<file path="config.mk">
export PLATFORM = sky130hd
export DESIGN_NAME = seg_scan_driver_flat
export DESIGN_NICKNAME = d
export VERILOG_FILES = /design/src/rtl/seg_scan_driver_pkg.sv /design/src/rtl/seg_scan_driver_if.sv /design/src/rtl/seg_scan_driver_tick_divider.sv /design/src/rtl/seg_scan_driver.sv /design/src/flat_wrapper.sv
export SDC_FILE = /design/constraint.sdc
export NUM_CORES = 1
export LEC_CHECK = 0
export ABC_AREA = 1
export BUFFER_PORTS_ARGS = -buffer_cell sky130_fd_sc_hd__buf_2
export CORE_MARGIN = 2
export CORE_UTILIZATION = 57
export DETAILED_ROUTE_END_ITERATION = 8
export PLACE_DENSITY = 0.78
export SETUP_SLACK_MARGIN = 0.2
export SYNTH_ARGS = -nofsm -noshare
export SYNTH_HDL_FRONTEND = slang
export SYNTH_SLANG_ARGS = --single-unit
export TNS_END_PERCENT = 30
</file>
<file path="constraint.sdc">
create_clock -name clk -period 13.4 [get_ports clk]
set_input_delay 2.68 -clock clk [delete_from_list [all_inputs] [get_ports clk]]
set_output_delay 2.68 -clock clk [all_outputs]
set_load 0.02 [all_outputs]
</file>
<file path="src/rtl/seg_scan_driver_pkg.sv">
// Shared types, constants and the hex glyph table for the seven-segment scan driver.
package seg_scan_driver_pkg;

  localparam int unsigned NUM_DIGITS = 8;
  localparam int unsigned PHASES     = 4;

  // Segment byte layout is {a,b,c,d,e,f,g,dp}, active-high.
  localparam logic [7:0] SEG_BLANK = 8'h00;

  typedef enum logic [1:0] {
    PH0 = 2'd0,
    PH1 = 2'd1,
    PH2 = 2'd2,
    PH3 = 2'd3
  } phase_t;

  typedef struct packed {
    logic [NUM_DIGITS*4-1:0] digits;
    logic [NUM_DIGITS-1:0]   blank;
    logic [NUM_DIGITS-1:0]   dp;
    logic [NUM_DIGITS-1:0]   blink;
  } frame_t;

  // Display starts dark until the first frame is loaded.
  localparam frame_t FRAME_RESET = '{digits: '0, blank: '1, dp: '0, blink: '0};

  function automatic logic [7:0] hex_glyph(input logic [3:0] v);
    logic [7:0] g;
    g = SEG_BLANK;
    case (v)
      4'h0: g = 8'hFC;
      4'h1: g = 8'h60;
      4'h2: g = 8'hDA;
      4'h3: g = 8'hF2;
      4'h4: g = 8'h66;
      4'h5: g = 8'hB6;
      4'h6: g = 8'hBE;
      4'h7: g = 8'hE0;
      4'h8: g = 8'hFE;
      4'h9: g = 8'hF6;
      4'hA: g = 8'hEE;
      4'hB: g = 8'h3E;
      4'hC: g = 8'h9C;
      4'hD: g = 8'h7A;
      4'hE: g = 8'h9E;
      4'hF: g = 8'h8E;
      default: g = SEG_BLANK;
    endcase
    return g;
  endfunction

endpackage

</file>
<file path="src/rtl/seg_scan_driver_if.sv">
// Frame input and display output bundle between the display-select logic and the scan driver.
interface seg_scan_driver_if import seg_scan_driver_pkg::*; ();

  logic                    enable;
  logic [NUM_DIGITS*4-1:0] digits_in;
  logic [NUM_DIGITS-1:0]   blank_in;
  logic [NUM_DIGITS-1:0]   dp_in;
  logic [NUM_DIGITS-1:0]   blink_in;
  logic                    load;
  logic [7:0]              seg1;
  logic [7:0]              seg2;
  logic [NUM_DIGITS-1:0]   sel;
  logic                    frame_done;

  modport master (
    output enable, digits_in, blank_in, dp_in, blink_in, load,
    input  seg1, seg2, sel, frame_done
  );

  modport slave (
    input  enable, digits_in, blank_in, dp_in, blink_in, load,
    output seg1, seg2, sel, frame_done
  );

endinterface

</file>
<file path="src/rtl/seg_scan_driver_tick_divider.sv">
// Free-running divider: counts 0..DIV-1 and flags the terminal count for one clock.
module tick_divider #(
  parameter int unsigned DIV = 2
) (
  input  logic clk,
  input  logic reset,
  output logic tick
);

  localparam int unsigned W    = (DIV > 1) ? $clog2(DIV) : 1;
  localparam logic [W-1:0] LAST = W'(DIV - 1);

  logic [W-1:0] count;

  // Wrap at the terminal count so the tick period is exactly DIV clocks.
  always_ff @(posedge clk or posedge reset) begin
    if (reset) begin
      count <= '0;
    end else if (count == LAST) begin
      count <= '0;
    end else begin
      count <= count + W'(1);
    end
  end

  assign tick = (count == LAST);

endmodule

</file>
<file path="src/rtl/seg_scan_driver.sv">
// Time-multiplexed 8-digit seven-segment driver with double-buffered frames and inter-digit dead time.
module seg_scan_driver import seg_scan_driver_pkg::*; #(
  parameter int unsigned CLK_HZ   = 100_000_000,
  parameter int unsigned SCAN_HZ  = 1000,
  parameter int unsigned BLINK_HZ = 2
) (
  input  logic                clk,
  input  logic                reset,
  seg_scan_driver_if.slave    bus
);

  logic   scan_tick;
  logic   blink_tick;
  phase_t phase;
  phase_t phase_next;
  logic   boundary;
  logic   blink_phase;
  frame_t pend_frame;
  frame_t act_frame;
  logic   pend_valid;
  logic   armed;
  logic [2:0] hi_idx;
  logic [2:0] lo_idx;
  logic   hi_dark;
  logic   lo_dark;
  logic   show;
  logic [7:0] seg1_next;
  logic [7:0] seg2_next;
  logic [NUM_DIGITS-1:0] sel_next;

  tick_divider #(.DIV(CLK_HZ / SCAN_HZ)) u_scan_div (
    .clk   (clk),
    .reset (reset),
    .tick  (scan_tick)
  );

  tick_divider #(.DIV(CLK_HZ / (2 * BLINK_HZ))) u_blink_div (
    .clk   (clk),
    .reset (reset),
    .tick  (blink_tick)
  );

  // Phase register.
  always_ff @(posedge clk or posedge reset) begin
    if (reset) phase <= PH0;
    else       phase <= phase_next;
  end

  // Phase advance on each scan tick; wrapping out of the last phase marks a frame boundary.
  always_comb begin
    phase_next = phase;
    boundary   = 1'b0;
    if (scan_tick) begin
      unique case (phase)
        PH0: phase_next = PH1;
        PH1: phase_next = PH2;
        PH2: phase_next = PH3;
        PH3: begin
          phase_next = PH0;
          boundary   = 1'b1;
        end
      endcase
    end
  end

  // Blink phase toggles every half-period, independent of the scan.
  always_ff @(posedge clk or posedge reset) begin
    if (reset)           blink_phase <= 1'b0;
    else if (blink_tick) blink_phase <= ~blink_phase;
  end

  // Double buffer: promotion at the boundary uses the old pending frame, so a load
  // landing on the boundary itself stays pending for one more frame.
  always_ff @(posedge clk or posedge reset) begin
    if (reset) begin
      pend_frame <= FRAME_RESET;
      act_frame  <= FRAME_RESET;
      pend_valid <= 1'b0;
    end else begin
      if (boundary && pend_valid) act_frame <= pend_frame;
      if (bus.load) begin
        pend_frame <= '{digits: bus.digits_in, blank: bus.blank_in,
                        dp: bus.dp_in, blink: bus.blink_in};
        pend_valid <= 1'b1;
      end else if (boundary) begin
        pend_valid <= 1'b0;
      end
    end
  end

  // After enable drops, hold the display dark until a scan tick so it resumes on a phase edge.
  always_ff @(posedge clk or posedge reset) begin
    if (reset)           armed <= 1'b0;
    else if (!bus.enable) armed <= 1'b0;
    else if (scan_tick)  armed <= 1'b1;
  end

  // Segment/select values for the current phase; forcing zero on the tick cycle yields the dead time.
  always_comb begin
    hi_idx    = 3'd7 - {1'b0, phase};
    lo_idx    = 3'd3 - {1'b0, phase};
    hi_dark   = act_frame.blank[hi_idx] | (act_frame.blink[hi_idx] & blink_phase);
    lo_dark   = act_frame.blank[lo_idx] | (act_frame.blink[lo_idx] & blink_phase);
    show      = bus.enable && armed && !scan_tick;
    seg1_next = '0;
    seg2_next = '0;
    sel_next  = '0;
    if (show && !hi_dark) begin
      seg1_next        = hex_glyph(act_frame.digits[{hi_idx, 2'b00} +: 4]) | {7'b0, act_frame.dp[hi_idx]};
      sel_next[hi_idx] = 1'b1;
    end
    if (show && !lo_dark) begin
      seg2_next        = hex_glyph(act_frame.digits[{lo_idx, 2'b00} +: 4]) | {7'b0, act_frame.dp[lo_idx]};
      sel_next[lo_idx] = 1'b1;
    end
  end

  // Registered outputs.
  always_ff @(posedge clk or posedge reset) begin
    if (reset) begin
      bus.seg1       <= '0;
      bus.seg2       <= '0;
      bus.sel        <= '0;
      bus.frame_done <= 1'b0;
    end else begin
      bus.seg1       <= seg1_next;
      bus.seg2       <= seg2_next;
      bus.sel        <= sel_next;
      bus.frame_done <= boundary;
    end
  end

endmodule

</file>
<file path="src/flat_wrapper.sv">
// flat-port wrapper written by rule: the top's interface ports become plain ports
module seg_scan_driver_flat import seg_scan_driver_pkg::*;
#(
  parameter int unsigned CLK_HZ   = 100_000_000,
  parameter int unsigned SCAN_HZ  = 1000,
  parameter int unsigned BLINK_HZ = 2
)
  (clk, reset, bus_enable, bus_digits_in, bus_blank_in, bus_dp_in, bus_blink_in, bus_load, bus_seg1, bus_seg2, bus_sel, bus_frame_done);
  seg_scan_driver_if bus_i ();
  input  logic clk;
  input  logic reset;
  input wire logic [$bits(bus_i.enable)-1:0] bus_enable;
  input wire logic [$bits(bus_i.digits_in)-1:0] bus_digits_in;
  input wire logic [$bits(bus_i.blank_in)-1:0] bus_blank_in;
  input wire logic [$bits(bus_i.dp_in)-1:0] bus_dp_in;
  input wire logic [$bits(bus_i.blink_in)-1:0] bus_blink_in;
  input wire logic [$bits(bus_i.load)-1:0] bus_load;
  output wire logic [$bits(bus_i.seg1)-1:0] bus_seg1;
  output wire logic [$bits(bus_i.seg2)-1:0] bus_seg2;
  output wire logic [$bits(bus_i.sel)-1:0] bus_sel;
  output wire logic [$bits(bus_i.frame_done)-1:0] bus_frame_done;
  assign bus_i.enable = bus_enable;
  assign bus_i.digits_in = bus_digits_in;
  assign bus_i.blank_in = bus_blank_in;
  assign bus_i.dp_in = bus_dp_in;
  assign bus_i.blink_in = bus_blink_in;
  assign bus_i.load = bus_load;
  assign bus_seg1 = bus_i.seg1;
  assign bus_seg2 = bus_i.seg2;
  assign bus_sel = bus_i.sel;
  assign bus_frame_done = bus_i.frame_done;
  seg_scan_driver #(.CLK_HZ(CLK_HZ), .SCAN_HZ(SCAN_HZ), .BLINK_HZ(BLINK_HZ)) u_core (.clk(clk), .reset(reset), .bus(bus_i));
endmodule
</file>
==> results of run 1 <==
[metal layers]
layer	wire length (um)	part of all wire [%]
met3	776	4.2
met4	310	1.7
met2	8540	47
met5	0	0
met1	8650	47
[kinds of logic after synthesis]
logic type | Yosys count | share of synthesized area [%]
flip-flops | 184 | 52.2
buffers and inverters | 130 | 6.81
AO/OA/AOI/OAI | 34 | 2.10
AND/OR/NAND/NOR | 735 | 34.1
adder cells (fa/ha/maj) | 19 | 2.68
XOR/XNOR | 21 | 2.08
[sequential cells by signal (all words and copies together) (netlist names)]
name	count
u_core.bus.seg2	8
u_core.pend_frame	56
u_core.blink_phase	1
u_core.act_frame	56
u_core.phase	2
u_core.armed	1
u_core.u_scan_div.count	17
u_core.pend_valid	1
u_core.bus.seg1	8
u_core.bus.sel	8
u_core.u_blink_div.count	25
u_core.bus.frame_done	1
[critical path, cell delays in order]
cell,delay (ns)
buf_2,0.12
inv_6,0.68
buf_4,0.80
[power by group]
group,switching (mW),internal [mW]
clock network,0.228,0.299
registers,0.00899,0.572
logic,0.0258,0.0134
total,0.263,0.884
[area by class of cell]
cell class	instances	area (um^2)
multi-input combinational	809	3640
tap	188	235
sequential	184	4620
clock inverter	14	185
timing repair buffer	90	465
inverter	86	328
fill	1329	5300
clock buffer	18	429
[worst max path at each step]
stage,start,endpoint,slack [ns]
final,reset,u_core.u_scan_div.count[11],9.47
after global routing,reset,u_core.u_scan_div.count[11],9.12
after CTS,reset,u_core.u_scan_div.count[11],9.38
after detailed placement,reset,u_core.pend_frame[6],8.91
after global placement,reset,u_core.pend_frame[6],8.92
after floorplan,reset,u_core.act_frame[0],5.75
[through the flow]
stage          setup slack, ns  util (%)  hold WS (ns)
3_5_place_dp              8.91      61.1         0.454
6_report                  9.47      65.1         0.461
5_1_grt                   9.12      65.1         0.478
3_3_place_gp              8.92      61.1         0.450
4_1_cts                   9.38      65.1         0.464
2_1_floorplan             5.75         -         0.431
[placed cells by master, fill, tap and decap left out, drive strengths merged, types with 16 or more instances in the layout]
cell    netlist  final
clkbuf       17     18
buf          27     90
inv          86     93
dfrtp       168    168
dfstp        16     16
nor2        125    125
o21ai        22     22
nand2       470    470
xor2         17     17
nand3       117    117
ha           19     19
==> impl_metrics.env, run 1 <==
export IMPL_dp_cells=1357
export IMPL_nets=1267
export IMPL_gr_usage_met2_pct=37.4
export IMPL_yosysSeqAreaShare_pct=52.2
export IMPL_grt_util_met1_pct=34.1
export IMPL_numCtsBuffers=17
export IMPL_path_max_fanout=116
export IMPL_ys_seq_elements=184
export IMPL_grt_pass1_vias=6737
export IMPL_hold_class="reg -> reg"
export IMPL_syn_inst=1123
export IMPL_rows=45
export IMPL_syn_avg_cell_area_um2=7.89
export IMPL_wl_mm=18.3
export IMPL_synth_edff_count=0
export IMPL_min_to="u_core.pend_frame[21]"
export IMPL_hpwl_mm=11.9
export IMPL_wl_per_cell_um=13.2
export IMPL_max_freq_mhz=255
export IMPL_antenna_found_initial=0
export IMPL_maxCapViolCount=0
export IMPL_skew_ns=0.0120
export IMPL_start_util_pct=58.3
export IMPL_start_kind="primary input"
export IMPL_worst_pin_slew_ns=1.13
export IMPL_via_count=7226
export IMPL_gp_congestion=0.849
export IMPL_hold_depth=2
export IMPL_min_from="u_core.pend_frame[21]"
export IMPL_die_h_um=129
export IMPL_cts_buffer_depth=2
export IMPL_core_area_um2=15200
export IMPL_synth_largest_area_cell="dfrtp_1"
export IMPL_fin_area_um2=9900
export IMPL_clkSlewWorstSetupHoldPaths_ns=0.07
export IMPL_reg2reg_from="u_core.phase[1]"
export IMPL_synth_fp_nets=1202
export IMPL_synthTopCellsByCount="468 x nand2_1, 168 x dfrtp_1, 112 x nor2_1, 111 x nand3_1, 78 x inv_1"
export IMPL_cts_root_buffer="clkbuf_16"
export IMPL_cts_setup_buffers=0
export IMPL_viasPerCell=5.20
export IMPL_numPortBuffers=84
export IMPL_antenna_cells=0
export IMPL_die_w_um=129
export IMPL_ios=85
export IMPL_grtUsageMet3_pct=4.20
export IMPL_cp_arrival_ns=4.39
export IMPL_die_area_um2=16600
export IMPL_ys_flop_type="dfrtp_1"
export IMPL_hold_viol_final=0
export IMPL_power_density_nw_per_um2=116
export IMPL_drc=0
export IMPL_crit_required_ns=13.86
export IMPL_syn_area_um2=8860
export IMPL_relSlewSlack_pct=24.8
export IMPL_cts_tree="built"
export IMPL_overflow=0
export IMPL_ys_top_cells_by_area="dfrtp_1 47%, nand2_1 20%, nand3_1 6.3%"
export IMPL_grt_use_total_pct=23.9
export IMPL_r2r_end="u_core.bus.seg2[4]"
export IMPL_period_share_pct=29.3
export IMPL_drt_pass1_iter_count=5
export IMPL_cts_repair_resized=0
export IMPL_async_flop_share_pct=100
export IMPL_grt_max_degree=117
export IMPL_cts_max_level=4
export IMPL_total_leakage_power_nw=5.43
export IMPL_rr_worst_depth=10
export IMPL_grt_setup_unrepaired="false"
export IMPL_netlist_area_leader_share_pct=47.5
export IMPL_cts_sinks=184
export IMPL_yosysWarnings=0
export IMPL_min_period_ns=3.93
export IMPL_total_power_mw=1.15
export IMPL_maxSlewViolCount=0
export IMPL_critPathKind="in -> async"
export IMPL_irDropWorstVdd_uv=126
export IMPL_status="complete, no violations"
export IMPL_top_usage_layer="met2"
export IMPL_r2r_slack_ns=10.65
export IMPL_layout_drive_gt1_share_pct=14.0
export IMPL_synthToLayoutAreaGrowth_pct=11.8
export IMPL_ctsHoldBuffers=0
export IMPL_setup_viol=0
export IMPL_stdcell_count=1389
export IMPL_end_kind="async pin"
export IMPL_grt_pass1_wl_mm=31.6
export IMPL_ys_types=33
export IMPL_clock_latency_ns=0.44
export IMPL_placed_area_um2=9290
export IMPL_synth_most_common_cell="nand2_1"
export IMPL_ant_nets=0
export IMPL_setup_tns_ns=0
export IMPL_drt_iter0_drc=654
No activity file was read; power rests on OpenSTA's default activity.
==> run 2, diff against run 1 <==
==> constraint.sdc (replaced) <==
create_clock -name clk -period 3.7 [get_ports clk]
set_input_delay 0.74 -clock clk [delete_from_list [all_inputs] [get_ports clk]]
set_output_delay 0.74 -clock clk [all_outputs]
set_load 0.02 [all_outputs]
==> run 2 against run 1 <==
Against the previous run: sequential power rose to 3.6 times the previous value; power rose to 3.4 times the previous value; worst setup slack got worse by 8.1 ns; design area fell by 0.33%; via count fell by 0.25%; die area did not move; register-to-register slack got worse by 9.3 ns; final cell count rose by 0.22%; highest routed layer unchanged; routed wire length rose by 1.5%.
==> impl_metrics.env, run 2 (same netlist as run 1, synthesis figures left out) <==
export IMPL_hold_class="reg -> reg"
export IMPL_final_cell_mix="468 x nand2_1, 167 x dfrtp_1, 112 x nor2_1, 110 x nand3_1, 84 x buf_2"
export IMPL_hold_viol_final=0
export IMPL_slowest_stage="dfrtp_1"
export IMPL_pwr_share_clk_pct=42.8
export IMPL_drt_iter0_drc=646
export IMPL_die_h_um=129
export IMPL_r2r_end="u_core.bus.seg1[7]"
export IMPL_switching_share_pct=23.0
export IMPL_overflow=0
export IMPL_cp_common_cell="nand2_1"
export IMPL_fill_cells=1341
export IMPL_antenna_cells=0
export IMPL_maxCapViolCount=0
export IMPL_cts_max_level=4
export IMPL_cp_arrival_ns=2.70
export IMPL_gr_usage_met2_pct=38.9
export IMPL_grt_setup_unrepaired="false"
export IMPL_place_ws_ns=1.43
export IMPL_placed_area_um2=9320
export IMPL_period_share_pct=63.6
export IMPL_p_comb_share_pct=3.6
export IMPL_die_area_um2=16600
export IMPL_critPathKind="reg -> reg"
export IMPL_setup_viol=0
export IMPL_min_from="u_core.u_scan_div.count[0]"
export IMPL_core_area_um2=15200
export IMPL_via_count=7208
export IMPL_end_kind="register"
export IMPL_status="complete, no violations"
export IMPL_r2r_slack_ns=1.35
export IMPL_crit_buf_inv=2
export IMPL_power_density_nw_per_um2=399
export IMPL_critPathMaxStageDelay_ns=0.66
export IMPL_grt_pass1_wl_mm=32.0
export IMPL_skew_ns=0.00858
export IMPL_reg_top3="u_core.act_frame x56, u_core.pend_frame x56, u_core.u_blink_div.count x25"
export IMPL_start_kind="register"
export IMPL_min_period_ns=2.35
export IMPL_grtUsageMet3_pct=5.61
export IMPL_antenna_found_initial=0
export IMPL_grt_pass1_vias=7000
export IMPL_cts_tree="built"
export IMPL_endpoint="u_core.bus.seg1[7]"
export IMPL_relSlewSlack_pct=34.9
export IMPL_die_w_um=129
export IMPL_grt_max_degree=185
export IMPL_crit_required_ns=4.05
export IMPL_setup_tns_ns=0
export IMPL_ios=85
export IMPL_wl_per_cell_um=13.3
export IMPL_maxSlewViolCount=0
export IMPL_crit_start="u_core.phase[0]"
export IMPL_numPortBuffers=84
export IMPL_cts_buffer_depth=2
export IMPL_nets=1270
export IMPL_path_cells="inv_2 -> nand2_1 -> nand3_1 -> nand2_1 -> inv_1 -> ha_1 -> nand3_1 -> nand2_1 -> nand2_1 -> nand2_1 -> nor2_1"
export IMPL_power_switching_mw=0.905
export IMPL_ant_nets=0
export IMPL_fin_area_um2=9870
export IMPL_stdcell_count=1392
export IMPL_viasPerCell=5.18
export IMPL_ctsHoldBuffers=0
export IMPL_max_freq_mhz=425
export IMPL_start_util_pct=58.3
export IMPL_crit_family="simple AND/OR/NAND/NOR gates"
export IMPL_cell_internal_pwr_mw=3.03
export IMPL_worst_path_stages=11
export IMPL_drt_pass1_iter_count=9
export IMPL_wl_mm=18.5
export IMPL_final_common_cell="nand2_1"
export IMPL_gp_congestion=0.798
export IMPL_drc=0
export IMPL_cts_setup_buffers=0
export IMPL_clock_latency_ns=0.43
export IMPL_reg2reg_from="u_core.phase[0]"
export IMPL_layout_drive_gt1_share_pct=14.2
export IMPL_layout_setup_ws_ns=1.35
export IMPL_rr_worst_depth=11
export IMPL_grt_use_total_pct=24.0
export IMPL_synthToLayoutAreaGrowth_pct=11.4
export IMPL_grt_util_met1_pct=32.2
export IMPL_cts_sinks=184
export IMPL_hpwl_mm=12.2
export IMPL_dp_cells=1360
export IMPL_numCtsBuffers=17
export IMPL_irDropWorstVdd_uv=320
export IMPL_rows=45
export IMPL_power_frac_seq_pct=53.5
export IMPL_cts_repair_resized=0
export IMPL_cts_root_buffer="clkbuf_16"
export IMPL_path_max_fanout=32
export IMPL_total_leakage_power_nw=5.42
export IMPL_worst_pin_slew_ns=0.976
export IMPL_clkSlewWorstSetupHoldPaths_ns=0.07
export IMPL_top_usage_layer="met2"
## run 2: worst min path at each step
stage	cells past startpoint	slack (ns)	to
global route	1	0.49	u_core.u_blink_div.count[0]
detailed placement	1	0.45	u_core.u_blink_div.count[0]
finish	1	0.46	u_core.u_scan_div.count[0]
floorplan	1	0.43	u_core.u_scan_div.count[0]
CTS	1	0.46	u_core.u_blink_div.count[0]
global placement	1	0.44	u_core.u_scan_div.count[0]
## run 2: layout make-up
| class | instances | area [um^2] | share of cell area, % |
|---|---|---|---|
| well taps | 188 | 235 | 2.38 |
| clock buffers | 21 | 460 | 4.66 |
| multi-input cells | 809 | 3640 | 36.8 |
| inverters | 86 | 327 | 3.31 |
| clock inverters | 11 | 86.3 | 0.875 |
| flip-flops and latches | 184 | 4630 | 46.9 |
| repair buffers | 93 | 500 | 5.07 |
## run 2: metal layers
layer	vias up	share of wire (%)
met5	-	0
met1	3382	45
met4	0	2.1
li1	3619	-
met2	169	48
met3	38	4.8
## run 2: per-stage QoR
stage	util (%)	total power, mW	hold slack [ns]
final	64.9	3.94	0.457
after global routing	64.9	4.09	0.486
after CTS	64.9	3.96	0.463
after detailed placement	61.3	2.29	0.454
after global placement	61.3	2.29	0.444
after floorplan	-	2.22	0.431
## run 2: power groups by stage
stage               Sequential, mW  Clock [mW]  Combinational (mW)
finish                        2.11        1.69               0.143
global route                  2.11        1.80               0.171
CTS                           2.11        1.71               0.148
floorplan                     2.13           0              0.0919
global placement              2.14           0               0.143
detailed placement            2.14           0               0.148
==> run 3, diff against run 2 <==
--- a/config.mk
+++ b/config.mk
@@ -8,7 +8,7 @@
 export ABC_AREA = 1
 export BUFFER_PORTS_ARGS = -buffer_cell sky130_fd_sc_hd__buf_2
 export CORE_MARGIN = 2
-export CORE_UTILIZATION = 57
+export CORE_UTILIZATION = 54
 export DETAILED_ROUTE_END_ITERATION = 8
 export PLACE_DENSITY = 0.78
 export SETUP_SLACK_MARGIN = 0.2
==> constraint.sdc (replaced) <==
create_clock -name clk -period 2.1 [get_ports clk]
set_input_delay 0.42 -clock clk [delete_from_list [all_inputs] [get_ports clk]]
set_output_delay 0.42 -clock clk [all_outputs]
set_load 0.02 [all_outputs]
==> run 3 against run 2 <==
Against the previous run: fmax increased by 30%; power rose by 84%; hold slack got worse by 0.28 ns; clock skew rose by 0.0037 ns; largest power group unchanged; worst setup slack lost 1.1 ns; final cell count grew 3.2%; sequential share of layout area decreased by 1.7 points; routed wire length increased by 8.3%; largest cell class unchanged; clock power grew 93%; critical endpoint is now u_core.bus.seg1[1]; global-route usage down 0.79 points; die area grew 5.4%; first-iteration DRC count shrank 12%; critical path type unchanged.
==> impl_metrics.env, run 3 (same netlist as run 1, synthesis figures left out) <==
export IMPL_fin_util_pct=64.3
export IMPL_wl_per_cell_um=14.0
export IMPL_cp_common_cell="nand2_1"
export IMPL_cts_max_level=4
export IMPL_total_power_mw=7.25
export IMPL_cts_tree="built"
export IMPL_skew_ns=0.0123
export IMPL_min_period_ns=1.81
export IMPL_hold_viol_final=0
export IMPL_die_w_um=132
export IMPL_end_kind="register"
export IMPL_layout_drive_gt1_share_pct=16.1
export IMPL_final_cell_mix="465 x nand2_1, 166 x dfrtp_1, 111 x nor2_1, 110 x nand3_1, 84 x buf_2"
export IMPL_crit_required_ns=2.45
export IMPL_ios=85
export IMPL_max_freq_mhz=552
export IMPL_path_max_fanout=23
export IMPL_antenna_found_initial=0
export IMPL_numPortBuffers=84
export IMPL_nets=1286
export IMPL_drt_iter0_drc=570
export IMPL_rows=46
export IMPL_setup_tns_ns=0
export IMPL_critPathMaxStageDelay_ns=0.44
export IMPL_path_cells="buf_8 -> nand2_1 -> nand3_1 -> nand2_1 -> inv_1 -> ha_1 -> nand3_1 -> nand2_1 -> nand2_1 -> nand2_1 -> nor2_1"
export IMPL_drt_pass1_iter_count=8
export IMPL_overflow=0
export IMPL_start_kind="register"
export IMPL_irDropWorstVdd_uv=600
export IMPL_critPathKind="reg -> reg"
export IMPL_ant_nets=0
export IMPL_reg2reg_from="u_core.phase[0]"
export IMPL_synthToLayoutAreaGrowth_pct=15.7
export IMPL_cts_root_buffer="clkbuf_16"
export IMPL_crit_start="u_core.phase[0]"
export IMPL_core_area_um2=15900
export IMPL_endpoint="u_core.bus.seg1[1]"
export IMPL_clock_latency_ns=0.43
export IMPL_r2r_end="u_core.bus.seg1[1]"
export IMPL_numCtsBuffers=17
export IMPL_maxSlewViolCount=0
export IMPL_start_util_pct=55.6
export IMPL_maxCapViolCount=0
export IMPL_fill_cells=1366
export IMPL_grt_setup_unrepaired="true"
export IMPL_gp_congestion=0.916
export IMPL_grt_use_total_pct=23.2
export IMPL_die_area_um2=17400
export IMPL_setup_viol=0
export IMPL_cp_arrival_ns=2.17
export IMPL_crit_family="simple AND/OR/NAND/NOR gates"
export IMPL_antenna_cells=0
export IMPL_period_share_pct=86.3
export IMPL_rr_worst_depth=11
export IMPL_grt_pass1_wl_mm=33.2
export IMPL_hpwl_mm=13.2
export IMPL_status="complete, no violations"
export IMPL_layout_setup_ws_ns=0.287
export IMPL_power_density_nw_per_um2=708
export IMPL_place_ws_ns=0.163
export IMPL_viasPerCell=5.18
export IMPL_min_from="bus_blank_in[3]"
export IMPL_clkSlewWorstSetupHoldPaths_ns=0.07
export IMPL_relSlewSlack_pct=59.8
export IMPL_r2r_slack_ns=0.29
export IMPL_die_h_um=132
export IMPL_wl_mm=20.1
export IMPL_via_count=7437
export IMPL_grt_pass1_vias=6954
export IMPL_dp_cells=1395
export IMPL_worst_pin_slew_ns=0.603
export IMPL_final_common_cell="nand2_1"
export IMPL_reg_top3="u_core.act_frame x56, u_core.pend_frame x56, u_core.u_blink_div.count x25"
export IMPL_hold_class="in -> reg"
export IMPL_slowest_stage="dfrtp_2"
export IMPL_cts_buffer_depth=2
export IMPL_stdcell_count=1436
export IMPL_hold_depth=3
export IMPL_crit_buf_inv=2
export IMPL_grt_max_degree=103
export IMPL_cts_sinks=184
export IMPL_total_leakage_power_nw=5.56
export IMPL_drc=0
export IMPL_worst_path_stages=11
## run 3: cell count changes in the layout (fill, tap and decap cells not counted), moves of 3 or more
cell / previous run / this run
nand2_2: 2 / 5
clkbuf_16: 17 / 20
buf_4: 8 / 12
buf_12: 1 / 7
inv_4: 3 / 0
nand2_1: 468 / 465
## run 3: how the worst min path moves through the flow
stage	to
floorplan	u_core.u_scan_div.count[0]
global placement	u_core.pend_frame[15]
detailed placement	u_core.pend_frame[15]
CTS	u_core.pend_frame[9]
global route	u_core.pend_frame[21]
finish	u_core.pend_frame[19]
## run 3: what timing repair did
item                                    in CTS  in global routing
resized for setup                            3                 11
cloned                                       0                  4
setup buffers                                0                  4
endpoints found under the setup margin       3                 68
hold buffers                                 1                  0
hold endpoints to repair                     3                  0
## run 3: area by class of cell
class | instances | area, um^2 | share of cell area (%)
Clock buffer | 17 | 425 | 4.15
Clock inverter | 15 | 183 | 1.78
Inverter | 86 | 332 | 3.24
Multi-Input combinational cell | 809 | 3650 | 35.6
Sequential cell | 184 | 4630 | 45.2
Tap cell | 216 | 270 | 2.64
Timing Repair Buffer | 109 | 762 | 7.44
## run 3: worst register-to-register path, cell delays in order, from the launching register on
cell and delay [ns]:
dfrtp_2 0.44, buf_8 0.18, nand2_1 0.08, nand3_1 0.07
nand2_1 0.22, inv_1 0.13, ha_1 0.21, nand3_1 0.14
nand2_1 0.07, nand2_1 0.05, nand2_1 0.05, nor2_1 0.09
## run 3: layer usage
layer	share of wire (%)	vias up	global-route usage (%)
li1	-	3663	-
met1	48	3525	34.7
met2	45	223	35.0
met3	5.1	26	4.58
met4	1.3	0	5.86
met5	0	-	0
## run 3: metrics by stage
step	hold slack, ns	cell area, um^2
finish	0.180	10200
global route	0.176	10200
CTS	0.174	10100
detailed placement	0.351	9460
global placement	0.343	9460
floorplan	0.431	8860
## run 3: power breakdown
part / internal (mW) / switching (mW)
Combinational: 0.0974 / 0.174
Clock: 1.81 / 1.47
Sequential: 3.65 / 0.0583
